[src/rtl/dispatch_pkg.sv]
// Shared types and sizing for the vending dispatch arbiter.
package dispatch_pkg;

  typedef enum logic [1:0] {
    IDLE     = 2'b00,
    DISPENSE = 2'b01,
    ACK      = 2'b10,
    RELEASE  = 2'b11
  } state_e;

  localparam int unsigned DISPENSE_CYCLES_DEFAULT = 4;
  localparam int unsigned TIMER_W                 = 4;
  localparam int unsigned SALES_W                 = 8;

endpackage

[src/rtl/rr_arbiter2.sv]
// Two-input round-robin grant with a 1-bit last-grant pointer (bit 0 = A, bit 1 = B).
module rr_arbiter2 (
  input  logic       clk,
  input  logic       rst_n,
  input  logic       en,
  input  logic [1:0] req_vld,
  output logic [1:0] gnt
);

  logic last_b_q;
  logic last_b_d;

  always_comb begin
    gnt      = 2'b00;
    last_b_d = last_b_q;
    if (en) begin
      if (req_vld == 2'b11) begin
        gnt = last_b_q ? 2'b01 : 2'b10;
      end else begin
        gnt = req_vld;
      end
      if (gnt[1]) begin
        last_b_d = 1'b1;
      end else if (gnt[0]) begin
        last_b_d = 1'b0;
      end
    end
  end

  // Pointer resets to "B granted last" so A wins the first tie.
  always_ff @(posedge clk) begin
    if (!rst_n) begin
      last_b_q <= 1'b1;
    end else begin
      last_b_q <= last_b_d;
    end
  end

endmodule

[src/rtl/dispatch_arbiter.sv]
// Dispatch FSM for a two-product vending machine; SALES_COUNT_EN adds a saturating sale counter.
module dispatch_arbiter
  import dispatch_pkg::*;
#(
  parameter int unsigned DISPENSE_CYCLES = DISPENSE_CYCLES_DEFAULT
) (
  input  logic               clk1,
  input  logic               reset1,
  input  logic               reqA,
  input  logic               reqB,
  input  logic               stockA,
  input  logic               stockB,
  output logic               redInventarioA,
  output logic               redInventarioB,
  output logic               motorOn,
  output logic               busy,
  output logic               ackA,
  output logic               ackB,
`ifdef SALES_COUNT_EN
  output logic [SALES_W-1:0] salesCount,
`endif
  output logic               reject
);

  localparam logic [TIMER_W-1:0] TIMER_LAST = TIMER_W'(DISPENSE_CYCLES - 1);

  state_e               state_q, state_d;
  logic [TIMER_W-1:0]   timer_q, timer_d;
  logic                 sel_b_q, sel_b_d;
  logic                 red_a_q, red_a_d, red_b_q, red_b_d;
  logic                 ack_a_q, ack_a_d, ack_b_q, ack_b_d;
  logic                 motor_q, motor_d, busy_q, busy_d;
  logic                 reject_q, reject_d;
  logic [1:0]           gnt;

  rr_arbiter2 u_rr (
    .clk     (clk1),
    .rst_n   (reset1),
    .en      (state_q == IDLE),
    .req_vld ({reqB & stockB, reqA & stockA}),
    .gnt     (gnt)
  );

  always_comb begin
    state_d  = state_q;
    timer_d  = timer_q;
    sel_b_d  = sel_b_q;
    red_a_d  = 1'b0;
    red_b_d  = 1'b0;
    ack_a_d  = 1'b0;
    ack_b_d  = 1'b0;
    reject_d = 1'b0;
    case (state_q)
      IDLE: begin
        if (gnt != 2'b00) begin
          state_d = DISPENSE;
          timer_d = '0;
          sel_b_d = gnt[1];
          red_a_d = gnt[0];
          red_b_d = gnt[1];
        end else if ((reqA & ~stockA) | (reqB & ~stockB)) begin
          // Alternate so a persistent empty request pulses every other cycle.
          reject_d = ~reject_q;
        end
      end
      DISPENSE: begin
        if (timer_q == TIMER_LAST) begin
          state_d = ACK;
          ack_a_d = ~sel_b_q;
          ack_b_d = sel_b_q;
        end else begin
          timer_d = timer_q + TIMER_W'(1);
        end
      end
      ACK: state_d = RELEASE;
      RELEASE: begin
        if (!(sel_b_q ? reqB : reqA)) begin
          state_d = IDLE;
        end
      end
      default: state_d = IDLE;
    endcase
    motor_d = (state_d == DISPENSE);
    busy_d  = (state_d != IDLE);
  end

  always_ff @(posedge clk1) begin
    if (!reset1) begin
      state_q  <= IDLE;
      timer_q  <= '0;
      sel_b_q  <= 1'b0;
      red_a_q  <= 1'b0;
      red_b_q  <= 1'b0;
      ack_a_q  <= 1'b0;
      ack_b_q  <= 1'b0;
      motor_q  <= 1'b0;
      busy_q   <= 1'b0;
      reject_q <= 1'b0;
    end else begin
      state_q  <= state_d;
      timer_q  <= timer_d;
      sel_b_q  <= sel_b_d;
      red_a_q  <= red_a_d;
      red_b_q  <= red_b_d;
      ack_a_q  <= ack_a_d;
      ack_b_q  <= ack_b_d;
      motor_q  <= motor_d;
      busy_q   <= busy_d;
      reject_q <= reject_d;
    end
  end

`ifdef SALES_COUNT_EN
  logic [SALES_W-1:0] sales_q, sales_d;

  always_comb begin
    sales_d = sales_q;
    if ((ack_a_q | ack_b_q) && (sales_q != '1)) begin
      sales_d = sales_q + SALES_W'(1);
    end
  end

  always_ff @(posedge clk1) begin
    if (!reset1) begin
      sales_q <= '0;
    end else begin
      sales_q <= sales_d;
    end
  end

  assign salesCount = sales_q;
`endif

  assign redInventarioA = red_a_q;
  assign redInventarioB = red_b_q;
  assign motorOn        = motor_q;
  assign busy           = busy_q;
  assign ackA           = ack_a_q;
  assign ackB           = ack_b_q;
  assign reject         = reject_q;

endmodule

[config.mk]
export PLATFORM = sky130hd
export DESIGN_NAME = dispatch_arbiter
export DESIGN_NICKNAME = d
export VERILOG_FILES = /design/src/rtl/dispatch_pkg.sv /design/src/rtl/rr_arbiter2.sv /design/src/rtl/dispatch_arbiter.sv
export SDC_FILE = /design/constraint.sdc
export NUM_CORES = 1
export LEC_CHECK = 0
export CORE_MARGIN = 2
export CORE_UTILIZATION = 40
export CTS_BUF_LIST = sky130_fd_sc_hd__clkbuf_4 sky130_fd_sc_hd__clkbuf_8 sky130_fd_sc_hd__clkbuf_16
export DETAILED_ROUTE_END_ITERATION = 12
export GPL_ROUTABILITY_DRIVEN = 0
export PLACE_DENSITY = 0.65
export SYNTH_ARGS = -nofsm -noshare
export SYNTH_HDL_FRONTEND = slang
export SYNTH_SLANG_ARGS = --single-unit
[constraint.sdc]
create_clock -name clk1 -period 3.07 [get_ports clk1]
set_clock_uncertainty 0.1 [all_clocks]
set_input_delay 0.614 -clock clk1 [delete_from_list [all_inputs] [get_ports clk1]]
set_output_delay 0.614 -clock clk1 [all_outputs]
set_load 0.05 [all_outputs]
==> flow_metrics.py, run 1 <==
metrics = {
    "drt": {
        "post_drt_wl_per_cell_um": 11.1,
        "ant_nets": 0,
        "vias": 509,
        "wirelength_mm": 1.06,
        "viasPerCell": 5.36,
        "drtPass1Iterations": 4,
        "post-route-drc-count": 0,
        "drt_iter0_markers": 5,
    },
    "global_routing": {
        "grt.met1_usage_pct": 15.4,
        "gr-total-overflow": 0,
        "grt_use_met2_pct": 20.0,
        "grt_max_degree": 11,
        "antenna_found_initial": 0,
        "grt_pass1_wl_mm": 1.74,
        "busiest_layer": "met2",
        "grt_pass1_vias": 421,
        "grtUsageTotal_pct": 13.3,
        "met3_usage_pct": 7.66,
    },
    "timing": {
        "tns_ns": 0,
        "slew_violations": 0,
        "hold_violations": 0,
        "rsz0062_at_grt": "false",
        "slew_headroom_pct": 67.0,
        "setup_viol": 0,
        "period_share_pct": 69.0,
        "period_needed_ns": 2.12,
        "worstMarginPinSlew_ns": 0.493,
        "max_freq_mhz": 472,
    },
    "final_layout": {
        "seqCellArea_um2": 300,
        "fin_area_um2": 777,
        "area_delta_synth_final_pct": 27.3,
        "fill_cells": 141,
        "multi_input_comb_area_um2": 299,
        "num_antenna_cells": 0,
        "top_regs": "timer_q (4), state_q (2)",
        "drive_above_1_share_pct": 7.59,
        "largest_register_ffs": 4,
        "fin_nets": 87,
        "top_register": "timer_q",
    },
    "logic_synthesis": {
        "yosys-top-cells-area": "dfxtp_1 (49%), o21ai_0 (4.1%), a21oi_1 (3.3%), o31a_1 (2.9%), a22oi_1 (2.5%)",
        "synth_area_per_cell_um2": 9.54,
        "syn-instance-count": 64,
        "ys_async_sr_fraction_pct": 0,
        "synth_common_cells": "dfxtp_1 (15), o21ai_0 (5), a21oi_1 (4), nand2_1 (4), nor2_1 (4)",
        "yosys.area.top_type": "dfxtp_1",
        "synth_top_family_by_area": "compound AO/OA/AOI/OAI gates",
        "yosys_warnings": 0,
        "ys_types": 30,
        "synthSimpleGateAreaFrac_pct": 22.3,
        "synthesis.area_um2": 611,
        "yosys_most_used_dff": "dfxtp_1",
        "netlist.area_leader.share_pct": 49.2,
        "synth.most_common_cell": "dfxtp_1",
        "synthAdderAreaFrac_pct": 2.05,
        "synth-xor-area-share_pct": 0,
        "muxShareOfSynthArea_pct": 1.64,
        "yosysSeqAreaShare_pct": 49.2,
        "synth-edff-count": 0,
        "synth_compound_area_share_pct": 23.0,
        "syn-num-nets": 71,
        "ys_seq_elements": 15,
    },
    "clock_tree": {
        "htree_levels": 1,
        "cts_tree": "done",
        "cts_hold_buffers": 0,
        "clock_latency_ns": 0.28,
        "clock-sinks": 15,
        "cts.clk_slew.worst_paths_ns": 0.08,
        "cts_buffers": 3,
        "clk_path_buf_depth": 2,
        "root_buffer": "clkbuf_4",
        "cts_setup_buffers": 0,
        "post_cts_resized": 0,
    },
    "critical_path": {
        "crit_family": "buffers and inverters",
        "path_cells": "clkdlybuf4s50_1",
        "slowest_stage": "clkdlybuf4s50_1",
        "max_stage_delay_ns": 0.80,
        "worst-path-max-fanout": 2,
        "crit_path_end_kind": "output pin",
        "cp_data_arrival_time_ns": 1.40,
        "worstPathRequired_ns": 2.36,
        "startpoint_type": "register",
        "critPathBufInv": 1,
        "crit_type": "reg -> out",
    },
    "floorplan": {
        "die_x_um": 43.1,
        "floorplan.initialDensity_pct": 41.5,
        "chipHeight_um": 43.1,
        "die_area_um2": 1860,
        "ios": 13,
        "rows": 14,
        "coreArea_um2": 1470,
    },
    "place": {
        "io_buffers": 12,
        "postPlaceCellArea_um2": 747,
        "hpwl_um": 814,
    },
    "power": {
        "p_leak_nw": 0.294,
        "p_per_area_nw_per_um2": 500,
        "ir_drop_mv": 0.290,
    },
    "outcome": {
        "status": "complete, no violations",
    },
    "job": {
        "maxCapViolations": 0,
    },
    "min_path": {
        "min-delay-path-class": "reg -> reg",
    },
}
==> kinds of logic after synthesis <==
family / Yosys count
DFF: 15
and+or+nand+nor: 23
AOI/OAI and AO/OA: 21
buffers and inverters: 3
adders and majority gates: 1
muxes: 1
==> where the power goes <==
part	switching, mW	leakage [nW]	internal [mW]	total [mW]
Combinational	0.0367	0.153	0.0260	0.0626
Clock	0.0574	0.0184	0.0593	0.117
Sequential	0.00591	0.122	0.203	0.209
==> final timing paths <==
path               from          to  slack [ns]  cells past startpoint
max              reject      reject        0.95                      1
min              reject      reject        0.33                      1
max reg2reg  timer_q[0]  state_q[0]        1.70                      4
min reg2reg      reject      reject        0.33                      1
==> area by class of cell <==
class | instances | share of cell area, %
tap | 16 | 2.58
inverter | 2 | 0.966
clock buffer | 4 | 3.86
multi-input combinational | 46 | 38.5
sequential | 15 | 38.6
timing repair buffer | 12 | 15.5
==> layer usage <==
metal  vias up  routed length (um)  share of wire (%)
met1       229                 518                 49
met4         0                  10               0.94
li1        267                   -                  -
met5         -                   0                  0
met2        11                 466                 44
met3         2                  63                5.9
==> per-stage QoR <==
step | total power [mW] | util, % | setup slack, ns | hold slack [ns] | instances
2_1_floorplan | 0.254 | - | 1.66 | 0.371 | 64
3_3_place_gp | 0.277 | 50.8 | 1.09 | 0.320 | 91
3_5_place_dp | 0.277 | 50.8 | 1.07 | 0.316 | 91
4_1_cts | 0.396 | 52.8 | 0.936 | 0.327 | 95
5_1_grt | 0.413 | 52.8 | 0.893 | 0.355 | 95
6_report | 0.389 | 52.8 | 0.951 | 0.326 | 95
==> placed cells by master (no fill, tap or decap), drive strengths merged <==
cell type and count:
o21ai 6, nor3 2, ha 1, dfxtp 15
a21boi 2, inv 2, clkdlybuf4s50 12, nand2b 1
o31a 2, o21a 2, nor3b 1, clkbuf 4
nor2b 1, nor4 1, or3b 1, or3 2
a22oi 2, and3b 1, nand3 1, nand2 4
nor2 4, or2 1, a311o 1, a21oi 4
and3 1, nand3b 2, o311ai 1, a311oi 1
mux2i 1
No activity file was read; power rests on OpenSTA's default activity.
==> run 2: changes to the inputs <==
Settings changed: PLACE_DENSITY 0.65 to 0.68.
Clock period 3.07 ns to 1.9 ns, I/O delays scaled along.
==> flow_metrics.py, run 2 (same netlist as run 1, synthesis figures left out) <==
metrics = {
    "outcome": {
        "status": "complete, no violations",
    },
    "final_layout": {
        "layout_commonest_cell": "dfxtp_1",
        "top_register": "timer_q",
        "area_delta_synth_final_pct": 25.6,
        "fin_nets": 88,
        "drive_above_1_share_pct": 17.5,
        "top_regs": "timer_q (4), state_q (2)",
        "largest_register_ffs": 4,
        "fill_cells": 148,
        "num_antenna_cells": 0,
        "most-common-layout-cells": "dfxtp_1 (15), buf_4 (8), o21ai_0 (5), clkdlybuf4s50_1 (5)",
    },
    "critical_path": {
        "worst-path-stages": 4,
        "slowest_stage": "clkdlybuf4s50_1",
        "rrSetupSlack_ns": 0.53,
        "cp_data_arrival_time_ns": 1.53,
        "critPathBufInv": 1,
        "reg2reg_to": "state_q[0]",
        "worstRegToRegCells": 4,
        "worstPathRequired_ns": 1.97,
        "max_stage_delay_ns": 0.49,
        "startpoint_type": "input port",
        "crit_family": "compound AO/OA/AOI/OAI gates",
        "path_cells": "clkdlybuf4s50_1 -> a22oi_1 -> nor2_1 -> o31a_1",
        "crit_type": "in -> reg",
        "crit_path_end_kind": "register",
        "worst-path-max-fanout": 6,
        "r2r-start": "timer_q[0]",
    },
    "timing": {
        "setup_viol": 0,
        "tns_ns": 0,
        "period_needed_ns": 1.46,
        "rsz0062_at_grt": "false",
        "hold_violations": 0,
        "period_share_pct": 76.8,
        "slew_headroom_pct": 75.0,
        "max_freq_mhz": 686,
        "worstMarginPinSlew_ns": 0.371,
        "hold_ws_ns": 0.335,
        "layout_setup_ws_ns": 0.441,
        "slew_violations": 0,
    },
    "clock_tree": {
        "cts_buffers": 3,
        "clock-sinks": 15,
        "clk_path_buf_depth": 2,
        "cts.clk_slew.worst_paths_ns": 0.08,
        "cts_hold_buffers": 0,
        "cts_tree": "done",
        "clock_latency_ns": 0.28,
        "post_cts_resized": 0,
        "htree_levels": 1,
        "cts_setup_buffers": 0,
        "root_buffer": "clkbuf_4",
    },
    "min_path": {
        "hold_depth": 1,
        "min_from": "reject",
        "whs_endpoint": "reject",
        "min-delay-path-class": "reg -> reg",
    },
    "drt": {
        "drt_iter0_markers": 6,
        "wirelength_mm": 1.10,
        "post_drt_wl_per_cell_um": 11.4,
        "post-route-drc-count": 0,
        "viasPerCell": 5.26,
        "ant_nets": 0,
        "drtPass1Iterations": 3,
        "vias": 505,
    },
    "global_routing": {
        "gr-total-overflow": 0,
        "grt_pass1_vias": 480,
        "grtUsageTotal_pct": 14.7,
        "grt_max_degree": 9,
        "grt_pass1_wl_mm": 1.99,
        "antenna_found_initial": 0,
    },
    "floorplan": {
        "die_area_um2": 1860,
        "coreArea_um2": 1470,
        "floorplan.initialDensity_pct": 41.5,
        "rows": 14,
        "ios": 13,
        "die_x_um": 43.1,
        "chipHeight_um": 43.1,
    },
    "job": {
        "maxCapViolations": 0,
    },
    "place": {
        "hpwl_um": 829,
        "io_buffers": 12,
        "post-place-ws_ns": 0.144,
    },
    "power": {
        "total_power_mw": 0.628,
        "ir_drop_mv": 0.526,
        "p_leak_nw": 0.312,
        "p_per_area_nw_per_um2": 819,
    },
}
==> run 2: cell count changes in the layout (fill, tap and decap cells not counted) <==
cell / change
buf_4: +8
clkdlybuf4s50_1: -7
==> run 2: routing by layer <==
layer	routed length (um)	track usage, %
met4	10	7.27
met3	61	6.81
met5	0	0
met1	563	18.0
met2	461	21.5
==> run 2: how the worst max path moves through the flow <==
stage	from	end	slack, ns
3_5_place_dp	reqA	busy	0.14
4_1_cts	reqA	busy	0.45
5_1_grt	reqA	busy	0.36
2_1_floorplan	timer_q[0]	state_q[0]	0.64
6_report	reqA	busy	0.44
3_3_place_gp	reqA	busy	0.17
==> run 2: layout make-up <==
| class | instances | area (um^2) | area share, % |
|---|---|---|---|
| inverter | 2 | 7.51 | 0.979 |
| timing repair buffer | 13 | 110 | 14.4 |
| clock buffer | 4 | 30.0 | 3.92 |
| tap | 16 | 20.0 | 2.61 |
| sequential | 15 | 300 | 39.2 |
| multi-input combinational | 46 | 299 | 39.0 |
==> run 2: power breakdown <==
group | switching [mW] | total (mW) | internal (mW) | leakage, nW
Combinational | 0.0599 | 0.101 | 0.0407 | 0.171
Sequential | 0.0107 | 0.339 | 0.329 | 0.122
Clock | 0.0926 | 0.188 | 0.0957 | 0.0184
Total | 0.163 | 0.628 | 0.465 | 0.312
==> run 2: worst register-to-register path, cell delays in order (launching register included) <==
cell and delay [ns]:
dfxtp_1 0.37, ha_1 0.17, nor3b_2 0.26, nor2_1 0.10
o31a_1 0.27
==> run 2: metrics by stage <==
| step | cell area, um^2 | utilization, % | instances |
|---|---|---|---|
| after global placement | 737 | 50.1 | 92 |
| after global routing | 767 | 52.1 | 96 |
| final | 767 | 52.1 | 96 |
| after CTS | 767 | 52.1 | 96 |
| after floorplan | 611 | - | 64 |
| after detailed placement | 737 | 50.1 | 92 |
